==> config.mk <==
export PLATFORM = sky130hd
export DESIGN_NAME = mem_arbiter
export DESIGN_NICKNAME = d
export VERILOG_FILES = /design/src/rtl/mem_arbiter.sv
export SDC_FILE = /design/constraint.sdc
export NUM_CORES = 1
export LEC_CHECK = 0
export BUFFER_PORTS_ARGS = -buffer_cell sky130_fd_sc_hd__buf_2
export CAP_MARGIN = 10
export CORE_AREA = 2 2 116 118
export DETAILED_ROUTE_END_ITERATION = 8
export DIE_AREA = 0 0 118 120
export MAX_ROUTING_LAYER = met4
export SLEW_MARGIN = 20
export SYNTH_ARGS = -nofsm -noshare
export SYNTH_HDL_FRONTEND = slang
export SYNTH_SLANG_ARGS = --single-unit
==> constraint.sdc <==
create_clock -name clk -period 1.4 [get_ports clk]
set_input_delay 0 -clock clk [delete_from_list [all_inputs] [get_ports clk]]
set_output_delay 0 -clock clk [all_outputs]
set_load 0.01 [all_outputs]
==> src/rtl/mem_arbiter.sv <==
// Transaction-level round-robin arbiter sharing one memory port between the I-cache (port 0) and D-cache (port 1).
// Define MEM_ARB_PERF_EN to add per-port grant and wait performance counters.
module mem_arbiter #(
    parameter int ADDR_WIDTH = 32,
    parameter int DATA_WIDTH = 32,
    parameter int CNT_WIDTH  = 32
) (
    input  logic                  clk,
    input  logic                  rst,

    input  logic                  m0_cs_i,
    input  logic                  m0_we_i,
    input  logic [ADDR_WIDTH-1:0] m0_addr_i,
    input  logic [DATA_WIDTH-1:0] m0_data_i,
    output logic [DATA_WIDTH-1:0] m0_data_o,
    output logic                  m0_ack_o,

    input  logic                  m1_cs_i,
    input  logic                  m1_we_i,
    input  logic [ADDR_WIDTH-1:0] m1_addr_i,
    input  logic [DATA_WIDTH-1:0] m1_data_i,
    output logic [DATA_WIDTH-1:0] m1_data_o,
    output logic                  m1_ack_o,

    output logic                  mem_cs_o,
    output logic                  mem_we_o,
    output logic [ADDR_WIDTH-1:0] mem_addr_o,
    output logic [DATA_WIDTH-1:0] mem_data_o,
    input  logic [DATA_WIDTH-1:0] mem_data_i,
    input  logic                  mem_ack_i,

`ifdef MEM_ARB_PERF_EN
    output logic [CNT_WIDTH-1:0]  perf_grant0_o,
    output logic [CNT_WIDTH-1:0]  perf_grant1_o,
    output logic [CNT_WIDTH-1:0]  perf_wait0_o,
    output logic [CNT_WIDTH-1:0]  perf_wait1_o,
`endif

    output logic [1:0]            arb_state
);

    typedef enum logic [1:0] {
        S_IDLE = 2'd0,
        S_OWN0 = 2'd1,
        S_OWN1 = 2'd2,
        S_BAD  = 2'd3
    } state_t;

    typedef struct packed {
        state_t st;
        logic   last;
    } pick_t;

    state_t state;
    logic   last;
    pick_t  nxt;

    // Ties go to the port that was not granted most recently.
    function automatic pick_t arbitrate(input logic cs0, input logic cs1, input logic lst);
        pick_t p;
        p.st   = S_IDLE;
        p.last = lst;
        if (cs0 && (!cs1 || lst)) begin
            p.st   = S_OWN0;
            p.last = 1'b0;
        end else if (cs1) begin
            p.st   = S_OWN1;
            p.last = 1'b1;
        end
        return p;
    endfunction

    // The owner's release edge re-arbitrates immediately, so a waiting port gets no idle bubble.
    always_comb begin
        // NOTE: assign a default before the case so no path leaves nxt unassigned and infers a latch.
        nxt.st   = state;
        nxt.last = last;
        case (state)
            S_IDLE: nxt = arbitrate(m0_cs_i, m1_cs_i, last);
            S_OWN0: if (!m0_cs_i) nxt = arbitrate(m0_cs_i, m1_cs_i, last);
            S_OWN1: if (!m1_cs_i) nxt = arbitrate(m0_cs_i, m1_cs_i, last);
            default: nxt.st = S_IDLE;
        endcase
    end

    always_ff @(posedge clk) begin
        // NOTE: registers use non-blocking assignments so every flop samples pre-edge values.
        if (rst) begin
            state <= S_IDLE;
            last  <= 1'b1;
        end else begin
            state <= nxt.st;
            last  <= nxt.last;
        end
    end

    assign arb_state = state;

    // Ownership routes the whole protocol through combinationally; the non-owner sees zeros.
    always_comb begin
        mem_cs_o   = 1'b0;
        mem_we_o   = 1'b0;
        mem_addr_o = '0;
        mem_data_o = '0;
        m0_ack_o   = 1'b0;
        m0_data_o  = '0;
        m1_ack_o   = 1'b0;
        m1_data_o  = '0;
        case (state)
            S_OWN0: begin
                mem_cs_o   = m0_cs_i;
                mem_we_o   = m0_we_i;
                mem_addr_o = m0_addr_i;
                mem_data_o = m0_data_i;
                m0_ack_o   = mem_ack_i;
                m0_data_o  = mem_data_i;
            end
            S_OWN1: begin
                mem_cs_o   = m1_cs_i;
                mem_we_o   = m1_we_i;
                mem_addr_o = m1_addr_i;
                mem_data_o = m1_data_i;
                m1_ack_o   = mem_ack_i;
                m1_data_o  = mem_data_i;
            end
            default: ;
        endcase
    end

`ifdef MEM_ARB_PERF_EN
    localparam logic [CNT_WIDTH-1:0] CNT_ONE = {{(CNT_WIDTH-1){1'b0}}, 1'b1};

    logic [CNT_WIDTH-1:0] grant0_q, grant1_q, wait0_q, wait1_q;

    // A wait cycle is one where a port requests while the other port owns memory.
    always_ff @(posedge clk) begin
        if (rst) begin
            grant0_q <= '0;
            grant1_q <= '0;
            wait0_q  <= '0;
            wait1_q  <= '0;
        end else begin
            if (nxt.st == S_OWN0 && state != S_OWN0) grant0_q <= grant0_q + CNT_ONE;
            if (nxt.st == S_OWN1 && state != S_OWN1) grant1_q <= grant1_q + CNT_ONE;
            if (m0_cs_i && state == S_OWN1)          wait0_q  <= wait0_q + CNT_ONE;
            if (m1_cs_i && state == S_OWN0)          wait1_q  <= wait1_q + CNT_ONE;
        end
    end

    assign perf_grant0_o = grant0_q;
    assign perf_grant1_o = grant1_q;
    assign perf_wait0_o  = wait0_q;
    assign perf_wait1_o  = wait1_q;
`endif

endmodule

==> reports/metrics.yaml, run 1 <==
outcome:
  status: "finished with violations"
  violations: "negative setup slack"
placement:
  placed_area_mm2: 0.00351
  gp_congestion: 0.793
  io_buffers: 300
  dp_hpwl_um: 7120
flow_run:
  drv_cap: 0
floorplanning:
  io_pins: 301
  initial_core_util_pct: 13.4
  die_y_um: 120
  fp-row-count: 42
  die_area_mm2: 0.0142
  fp.dieW_um: 118
  coreArea_mm2: 0.0130
sta:
  setup_viol: 70
  layout_setup_ws_ns: -0.107
  hold_viol_final: 0
  rsz0062_at_grt: "true"
  fmax_ghz: 0.663
  period_minus_slack_ns: 1.51
  finalCritPeriodShare_pct: 108
  finClkSkew_ns: 0.000640
  slew_viol_final: 0
  timing.slew.headroom_pct: 84.9
  hold_ws_ns: 0.116
  tightest_slew_ns: 0.226
clock_tree:
  worstSkewPairLatency_ns: 0.22
  cts_sinks: 3
  htree_levels: 1
  cts.reportedPaths.clkPinSlew_ns: 0.03
  cts_tree: "built"
  cts_root_buf: "clkbuf_16"
  cts_buffers: 3
  cts_buffer_depth: 2
power_and_ir_drop:
  p_comb_share_pct: 75.2
  clockPowerShare_pct: 19.8
  p_leak_uw: 0.00214
  swShare_pct: 39.2
  p_sw_uw: 902
  seqPwrFrac_pct: 5.0
  p_per_area_mw_per_mm2: 557
  intPower_uw: 1400
  ir_drop_mv: 0.371
grt:
  grt-busiest-layer: "met2"
  met3_usage_pct: 1.71
  antenna_found_initial: 0
  use_met1_pct: 14.5
  grt_pass1_wl_um: 13800
  grt_start_max_net_pins: 54
  grt_overflow: 0
  grt_use_total_pct: 12.0
  first_global_vias: 2715
  met2_usage_pct: 21.8
worst_setup_path:
  crit_type: "flop to output port"
  slowest_delay_ns: 0.38
  cp_max_fo: 11
  critical_path.top_delay_family: "buffers and inverters"
  r2r_start: "arb_state[1]$_SDFFE_PP0P_"
  r2r_cells: 7
  cp-start-kind: "flop"
  required_ns: 1.40
  path_cells: "inv_4 -> ha_4 -> buf_12 -> clkbuf_16 -> a22oi_2 -> nor2b_1 -> buf_2"
  crit_buf_inv: 4
  r2r_setup_slack_ns: -0.04
  arrival_ns: 1.51
  crit_path_top_delay_cell: "dfxtp_4"
  r2r-end: "arb_state[0]$_SDFFE_PP0P_"
  crit_path_end_kind: "output port"
min_path:
  hp-start: "m1_cs_i"
  hold_class: "input port to flop"
  hold_depth: 3
  min_to: "arb_state[1]$_SDFFE_PP0P_"
routing:
  drt_iter0_drc: 83
  drc: 0
  drtPass1Iterations: 4
  drt.antenna.violating_nets: 0
  avgRoutedWirePerCell_um: 13.4
  wl_um: 9890
  num_vias: 3018
  vias_per_cell: 4.09
synthesis:
  async_flop_share_pct: 0
  syn_area_per_cell_um2: 6.73
  synth-seq-cells: 3
  synthCells: 258
  synth_area_leader_cell: "a22oi_1"
  syn_area_mm2: 0.00174
  synth-edff-count: 0
  yosysSeqAreaShare_pct: 3.46
  synth.distinct_cells: 22
  syn_nets: 431
  netlist.area_leader.share_pct: 28.5
  synth_ff_type: "dfxtp_1"
  ys_warn_count: 0
  synth_area_leaders: "a22oi_1 29%, and2_1 24%, nor2b_1 24%"
  synth_commonest_cells: "66 x a22oi_1, 66 x and2_1, 66 x nor2b_1"
finish:
  multi_input_area_mm2: 0.00180
  syn2layout_area_growth_pct: 138
  nets: 735
  seqCellArea_um2: 67.6
  insertedDiodeCount: 0
  nFillCells: 1416
  drive_above_1_share_pct: 69.3
  fin_area_mm2: 0.00413
## worst reg2reg max path: cells and delay by family (launching register included)
family / cells / cell delay (ns)
DFF: 1 / 0.38
AOI/OAI and AO/OA: 1 / 0.10
adders and majority gates: 1 / 0.18
buffers and inverters: 3 / 0.36
and+or+nand+nor: 2 / 0.35
## flip-flops by register name, summed over array words and instances, names as in the netlist
register and flops:
arb_state 2, last 1
## timing repair
item / CTS / global route
gates cloned: 2 / 5
buffers inserted: 5 / 1
endpoints found under the hold margin: 2 / 0
setup endpoints to repair: 101 / 87
hold buffers: 1 / 0
gates resized for setup: 52 / 13
pin swaps: 3 / 2
## final cells by class
cell class	instances	share of cell area (%)
Multi-Input combinational cell	222	43.6
Clock buffer	4	1.91
Tap cell	176	5.33
Sequential cell	3	1.63
Inverter	4	0.484
Timing Repair Buffer	328	47.0
## how the worst max path moves through the flow
stage | depth (start not counted) | to | slack [ns] | start
final | 7 | mem_data_o[28] | -0.11 | arb_state[1]$_SDFFE_PP0P_
after CTS | 7 | mem_data_o[9] | -0.1 | arb_state[0]$_SDFFE_PP0P_
after global routing | 7 | mem_addr_o[28] | -0.16 | arb_state[1]$_SDFFE_PP0P_
after detailed placement | 7 | mem_data_o[26] | 0.04 | arb_state[1]$_SDFFE_PP0P_
after floorplan | 6 | last$_SDFFE_PP1P_ | -0.04 | arb_state[0]$_SDFFE_PP0P_
after global placement | 6 | mem_addr_o[6] | 0.07 | arb_state[0]$_SDFFE_PP0P_
## cell families after synthesis
family / count (synthesis) / share of synthesized area (%)
and+or+nand+nor: 144 / 51.8
DFF: 3 / 3.46
muxes: 1 / 0.576
buffers and inverters: 33 / 9.58
AOI/OAI and AO/OA: 71 / 30.3
adders and majority gates: 6 / 4.32
## cell usage in the layout, fill, tap and decap left out, drive strengths merged
master and count:
buf 323, and2 67, nor2b 66, a22oi 66, clkbuf 8, ha 6
nor2 5, inv 4, dfxtp 3, nand2 2, a21oi 2, a22o 1
o21ai 1, nor4b 1, nand4b 1, a31oi 1, nand2b 1, nor3 1
mux2i 1, dlygate4sd3 1
## per-layer routing
layer	vias up	routed length, um
li1	1499	-
met1	1400	4290
met2	117	5070
met3	2	520
met4	0	19
met5	-	0
## metrics by stage
stage                     worst slack [ns]  util (%)  instances  power (uW)  TNS, ns
final                               -0.107      31.8        737        2300    -4.23
after floorplan                    -0.0437         -        258         863  -0.0437
after global placement              0.0660      27.0        719        1510        0
after CTS                          -0.0990      30.4        731        2190    -3.83
after global routing                -0.165      31.8        737        2460    -9.07
after detailed placement            0.0416      27.0        719        1510        0
## power by group through the flow
| stage | clock network, uW | registers [uW] | logic (uW) |
|---|---|---|---|
| 6_report | 456 | 115 | 1730 |
| 2_1_floorplan | 0 | 114 | 749 |
| 3_5_place_dp | 0 | 110 | 1400 |
| 5_1_grt | 467 | 117 | 1880 |
| 3_3_place_gp | 0 | 109 | 1400 |
| 4_1_cts | 461 | 115 | 1620 |
Power figures use the tool's default switching activity.
==> run 2: changes to the inputs <==
--- a/config.mk
+++ b/config.mk
@@ -7,9 +7,9 @@
 export LEC_CHECK = 0
 export BUFFER_PORTS_ARGS = -buffer_cell sky130_fd_sc_hd__buf_2
 export CAP_MARGIN = 10
-export CORE_AREA = 2 2 116 118
+export CORE_AREA = 8 8 112 114
 export DETAILED_ROUTE_END_ITERATION = 8
-export DIE_AREA = 0 0 118 120
+export DIE_AREA = 0 0 120 122
 export MAX_ROUTING_LAYER = met4
 export SLEW_MARGIN = 20
 export SYNTH_ARGS = -nofsm -noshare
==> reports/metrics.yaml, run 2 (synthesis gave the netlist of run 1 again) <==
worst_setup_path:
  r2r-end: "last$_SDFFE_PP1P_"
  r2r_setup_slack_ns: 0.07
  crit_type: "flop to output port"
  cp-start-kind: "flop"
  r2r_start: "arb_state[0]$_SDFFE_PP0P_"
  arrival_ns: 1.52
  cp-endpoint: "mem_data_o[10]"
  crit_start: "arb_state[0]$_SDFFE_PP0P_"
  r2r_cells: 5
  required_ns: 1.40
  crit_path_end_kind: "output port"
  cp_max_fo: 34
routing:
  avgRoutedWirePerCell_um: 16.8
  vias_per_cell: 4.35
  drt_iter0_drc: 138
  drt.antenna.violating_nets: 0
  num_vias: 2994
  drtPass1Iterations: 5
  wl_um: 11500
  drc: 0
clock_tree:
  cts_buffer_depth: 2
  cts_root_buf: "clkbuf_8"
  cts_sinks: 3
  cts_tree: "built"
  cts_buffers: 3
  cts.reportedPaths.clkPinSlew_ns: 0.03
  htree_levels: 1
  worstSkewPairLatency_ns: 0.22
flow_run:
  drv_cap: 0
grt:
  antenna_found_initial: 0
  first_global_vias: 2948
  grt_overflow: 0
  grt_pass1_wl_um: 16300
  grt_start_max_net_pins: 37
  grt_use_total_pct: 13.7
floorplanning:
  die_y_um: 122
  fp.dieW_um: 120
  coreArea_mm2: 0.0107
  initial_core_util_pct: 16.2
  die_area_mm2: 0.0146
  io_pins: 301
  fp-row-count: 38
finish:
  final_cell_mix: "290 x buf_2, 65 x and2_1, 54 x a22oi_1, 54 x nor2b_1, 12 x a22oi_2"
  final_common_cell: "buf_2"
  largest_reg_flops: 2
  syn2layout_area_growth_pct: 122
  insertedDiodeCount: 0
  nets: 723
  drive_above_1_share_pct: 64.7
  nFillCells: 1102
sta:
  rsz0062_at_grt: "true"
  tightest_slew_ns: 0.312
  layout_setup_ws_ns: -0.120
  hold_ws_ns: 0.142
  timing.slew.headroom_pct: 79.2
  slew_viol_final: 0
  period_minus_slack_ns: 1.52
  finClkSkew_ns: 0.00336
  hold_viol_final: 0
  setup_viol: 95
  fmax_ghz: 0.658
  finalSetupTns_ns: -2.53
  finalCritPeriodShare_pct: 109
placement:
  gp_congestion: 0.849
  io_buffers: 300
  dp_hpwl_um: 9080
outcome:
  status: "finished with violations"
  violations: "negative setup slack"
power_and_ir_drop:
  p_per_area_mw_per_mm2: 528
  ir_drop_mv: 0.660
  p_leak_uw: 0.00205
min_path:
  hold_class: "input port to flop"
-- run 2: cell types whose count changed in the layout (fill, tap and decap cells not counted), moves of 8 or more --
cell and change:
nor2b_1 -12, buf_2 -10, a22oi_1 +35, a22oi_2 -35, buf_6 +8, nor2b_4 +10
-- run 2: area by class of cell --
type                    count  area, um2  area share, %
repair buffers            316       1840           47.7
multi-input cells         222       1700           44.2
well taps                 140        175           4.55
flip-flops and latches      3       67.6           1.76
clock buffers               4       45.0           1.17
inverters                   4       22.5          0.585
-- run 2: repair_timing --
action,4_1_cts,5_1_grt
pin swaps,1,5
hold buffers,1,0
setup endpoints to repair,133,102
gates resized for setup,20,35
gates cloned,3,1
setup buffers,4,1
hold endpoints to repair,2,0
-- run 2: worst max-delay path: stages (launching register included) --
cell     delay, ns
dfxtp_4       0.38
inv_6         0.05
ha_4          0.18
buf_12        0.17
a22oi_1       0.31
nor2b_4       0.06
buf_2         0.14
-- run 2: metal layers --
| metal | track usage, % | wire, um |
|---|---|---|
| met3 | 2.96 | 847 |
| met1 | 15.8 | 4570 |
| met5 | - | 0 |
| met4 | 1.25 | 66 |
| met2 | 24.8 | 6060 |
-- run 2: worst min-delay path by stage --
stage               slack, ns  cells past startpoint    start                         to
floorplan                0.06                      1      rst  arb_state[1]$_SDFFE_PP0P_
global placement         0.20                      2      rst  arb_state[1]$_SDFFE_PP0P_
detailed placement       0.20                      2      rst  arb_state[1]$_SDFFE_PP0P_
CTS                      0.13                      3  m1_cs_i  arb_state[1]$_SDFFE_PP0P_
global route             0.15                      3  m1_cs_i  arb_state[1]$_SDFFE_PP0P_
finish                   0.14                      3  m1_cs_i  arb_state[1]$_SDFFE_PP0P_
-- run 2: where the power goes --
group	internal (uW)	switching, uW
sequential	98.2	16.7
combinational	879	789
clock	194	55.3
-- run 2: through the flow --
stage | util (%) | area, um2 | setup WS, ns | instances | total power [uW]
6_report | 36.0 | 3850 | -0.120 | 689 | 2030
3_5_place_dp | 31.8 | 3400 | -0.00579 | 677 | 1490
3_3_place_gp | 31.8 | 3400 | 0.0276 | 677 | 1460
5_1_grt | 36.0 | 3850 | -0.174 | 689 | 2180
4_1_cts | 34.3 | 3670 | -0.100 | 689 | 1990
2_1_floorplan | - | 1740 | -0.0437 | 258 | 863
==> run 3: changes to the inputs <==
--- a/config.mk
+++ b/config.mk
@@ -5,12 +5,14 @@
 export SDC_FILE = /design/constraint.sdc
 export NUM_CORES = 1
 export LEC_CHECK = 0
+export ABC_AREA = 1
 export BUFFER_PORTS_ARGS = -buffer_cell sky130_fd_sc_hd__buf_2
 export CAP_MARGIN = 10
-export CORE_AREA = 8 8 112 114
+export CORE_AREA = 8 8 110 112
 export DETAILED_ROUTE_END_ITERATION = 8
-export DIE_AREA = 0 0 120 122
+export DIE_AREA = 0 0 118 120
 export MAX_ROUTING_LAYER = met4
+export PLACE_DENSITY = 0.69
 export SLEW_MARGIN = 20
 export SYNTH_ARGS = -nofsm -noshare
 export SYNTH_HDL_FRONTEND = slang
==> reports/metrics.yaml, run 3 <==
outcome:
  status: "finished with violations"
  violations: "negative setup slack"
routing:
  num_vias: 3580
  wl_um: 13300
  drt.antenna.violating_nets: 0
  wl_met1_um: 5270
  drc: 0
  avgRoutedWirePerCell_um: 15.6
  top_layer: "met4"
  met2_length_um: 6930
  vias_per_cell: 4.20
  wl_met3_um: 1010
  drt_iter0_drc: 172
  drtPass1Iterations: 4
power_and_ir_drop:
  p_comb_share_pct: 90.6
  intPower_uw: 2060
  seqPwrFrac_pct: 3.3
  p_sw_uw: 2140
  clockPowerShare_pct: 6.1
  swShare_pct: 50.8
  ir_drop_mv: 0.687
  p_leak_uw: 0.00290
  p_per_area_mw_per_mm2: 920
grt:
  grt_use_total_pct: 16.2
  grt_start_max_net_pins: 25
  first_global_vias: 3298
  grt_pass1_wl_um: 18100
  antenna_found_initial: 0
  grt_overflow: 0
placement:
  io_buffers: 300
  dp_cells: 822
  gp_congestion: 0.860
  dp_hpwl_um: 8780
synthesis:
  syn_nets: 573
  syn_area_per_cell_um2: 4.61
  synth_area_leaders: "nand2_1 42%, a21oi_1 18%, inv_1 15%"
  synth-seq-cells: 3
  async_flop_share_pct: 0
  synth_commonest_cells: "204 x nand2_1, 75 x inv_1, 67 x a21oi_1"
  synth.distinct_cells: 19
  syn_area_mm2: 0.00184
  ys_warn_count: 0
  synthCells: 400
  synth_ff_type: "dfxtp_1"
  synth_area_leader_cell: "nand2_1"
  synth-edff-count: 0
  yosysMostFrequentCell: "nand2_1"
  netlist.area_leader.share_pct: 41.5
  yosysSeqAreaShare_pct: 3.26
worst_setup_path:
  slowest_delay_ns: 0.37
  r2r-end: "arb_state[0]$_SDFFE_PP0P_"
  critical_path.top_delay_family: "buffers and inverters"
  r2r_setup_slack_ns: -0.01
  cp_max_fo: 7
  crit_type: "flop to output port"
  crit_path_end_kind: "output port"
  cp_num_cells: 8
  r2r_start: "arb_state[1]$_SDFFE_PP0P_"
  crit_path_top_delay_cell: "dfxtp_4"
  cp-start-kind: "flop"
  path_cells: "inv_4 -> ha_4 -> buf_12 -> clkbuf_16 -> buf_12 -> nand2_2 -> inv_1 -> buf_2"
  arrival_ns: 1.49
  crit_top_cell: "buf_12"
  r2r_cells: 10
  crit_buf_inv: 6
  required_ns: 1.40
clock_tree:
  htree_levels: 1
  cts_root_buf: "clkbuf_8"
  cts_buffers: 3
  cts_tree: "built"
  cts_buffer_depth: 2
  cts.reportedPaths.clkPinSlew_ns: 0.03
  worstSkewPairLatency_ns: 0.22
  cts_sinks: 3
sta:
  layout_setup_ws_ns: -0.0893
  finClkSkew_ns: 0.00326
  fmax_ghz: 0.671
  hold_viol_final: 0
  timing.slew.headroom_pct: 88.4
  setup_viol: 84
  period_minus_slack_ns: 1.49
  slew_viol_final: 0
  finalSetupTns_ns: -4.14
  finalCritPeriodShare_pct: 106
  rsz0062_at_grt: "true"
  tightest_slew_ns: 0.174
finish:
  instances_no_fill: 853
  final_cell_mix: "285 x buf_2, 154 x nand2_1, 64 x inv_1, 36 x nand2_2, 34 x a21oi_1"
  largest_reg_flops: 2
  syn2layout_area_growth_pct: 148
  final_common_cell: "buf_2"
  post-route-util_pct: 43.5
  nets: 887
  drive_above_1_share_pct: 63.1
  insertedDiodeCount: 0
floorplanning:
  initial_core_util_pct: 17.5
  fp.dieW_um: 118
  fp-row-count: 38
  die_area_mm2: 0.0142
  coreArea_mm2: 0.0105
  io_pins: 301
  die_y_um: 120
min_path:
  hold_depth: 3
  hold_class: "input port to flop"
  min_to: "last$_SDFFE_PP1P_"
  hp-start: "rst"
flow_run:
  drv_cap: 0
## run 3: cell types whose count changed after synthesis, sizes merged, moves of 66 or more
cell / change
nand2: +205
a21oi: +66
and2: -67
nor2b: -66
inv: +73
a22oi: -66
## run 3: power groups by stage
stage          registers (uW)  clock network, uW  logic, uW
4_1_cts                   138                263       3350
3_5_place_dp              125                  0       2420
3_3_place_gp              124                  0       2420
5_1_grt                   146                275       4040
6_report                  140                257       3800
2_1_floorplan             133                  0       1430
## run 3: repair_timing
action                                  4_1_cts  5_1_grt
resized for setup                            62      100
hold endpoints to repair                      0        0
endpoints found under the setup margin      101       88
hold buffers                                  0        0
gates cloned                                 11        3
setup buffers                                 9        6
pin swaps                                    18       14
## run 3: layout make-up
| type | count | area (um2) |
|---|---|---|
| multi-input cells | 291 | 1660 |
| inverters | 77 | 302 |
| well taps | 140 | 175 |
| clock buffers | 4 | 45.0 |
| flip-flops and latches | 3 | 67.6 |
| repair buffers | 338 | 2310 |
| fillers | 1112 | 5940 |
## run 3: worst max path at each step
| stage | startpoint | endpoint |
|---|---|---|
| after global routing | arb_state[1]$_SDFFE_PP0P_ | mem_addr_o[8] |
| after detailed placement | arb_state[0]$_SDFFE_PP0P_ | mem_data_o[27] |
| after CTS | arb_state[1]$_SDFFE_PP0P_ | mem_data_o[17] |
| after global placement | arb_state[0]$_SDFFE_PP0P_ | mem_addr_o[11] |
| final | arb_state[1]$_SDFFE_PP0P_ | m0_data_o[12] |
| after floorplan | arb_state[0]$_SDFFE_PP0P_ | mem_addr_o[0] |
## run 3: layer usage
layer | up-vias | global-route usage [%]
li1 | 1808 | -
met1 | 1569 | 19.1
met2 | 197 | 29.0
met3 | 6 | 3.01
met4 | 0 | 1.68
met5 | - | -
## run 3: per-stage QoR
stage | power (uW) | cell area [um2] | setup slack (ns) | hold slack [ns]
detailed placement | 2540 | 3470 | 0.00561 | 0.238
floorplan | 1560 | 1840 | 0.0120 | 0.0959
global placement | 2540 | 3470 | 0.0279 | 0.234
global route | 4470 | 4570 | -0.156 | 0.0729
finish | 4200 | 4570 | -0.0893 | 0.0355
CTS | 3750 | 4110 | -0.100 | 0.0128
## run 3: kinds of logic after synthesis
kind of cell | Yosys count | synth area share [%]
and+or+nand+nor | 215 | 45.1
DFF | 3 | 3.26
AOI/OAI and AO/OA | 70 | 19.2
adders and majority gates | 6 | 4.07
buffers and inverters | 106 | 28.3
## run 3: worst reg2reg max path: stages (launching register included)
cell     delay, ns
dfxtp_4       0.36
inv_4         0.07
ha_4          0.16
buf_12        0.14
buf_6         0.11
nand2_4       0.05
nand2_4       0.09
inv_4         0.04
buf_6         0.12
o21ai_2       0.13
a21oi_2       0.04
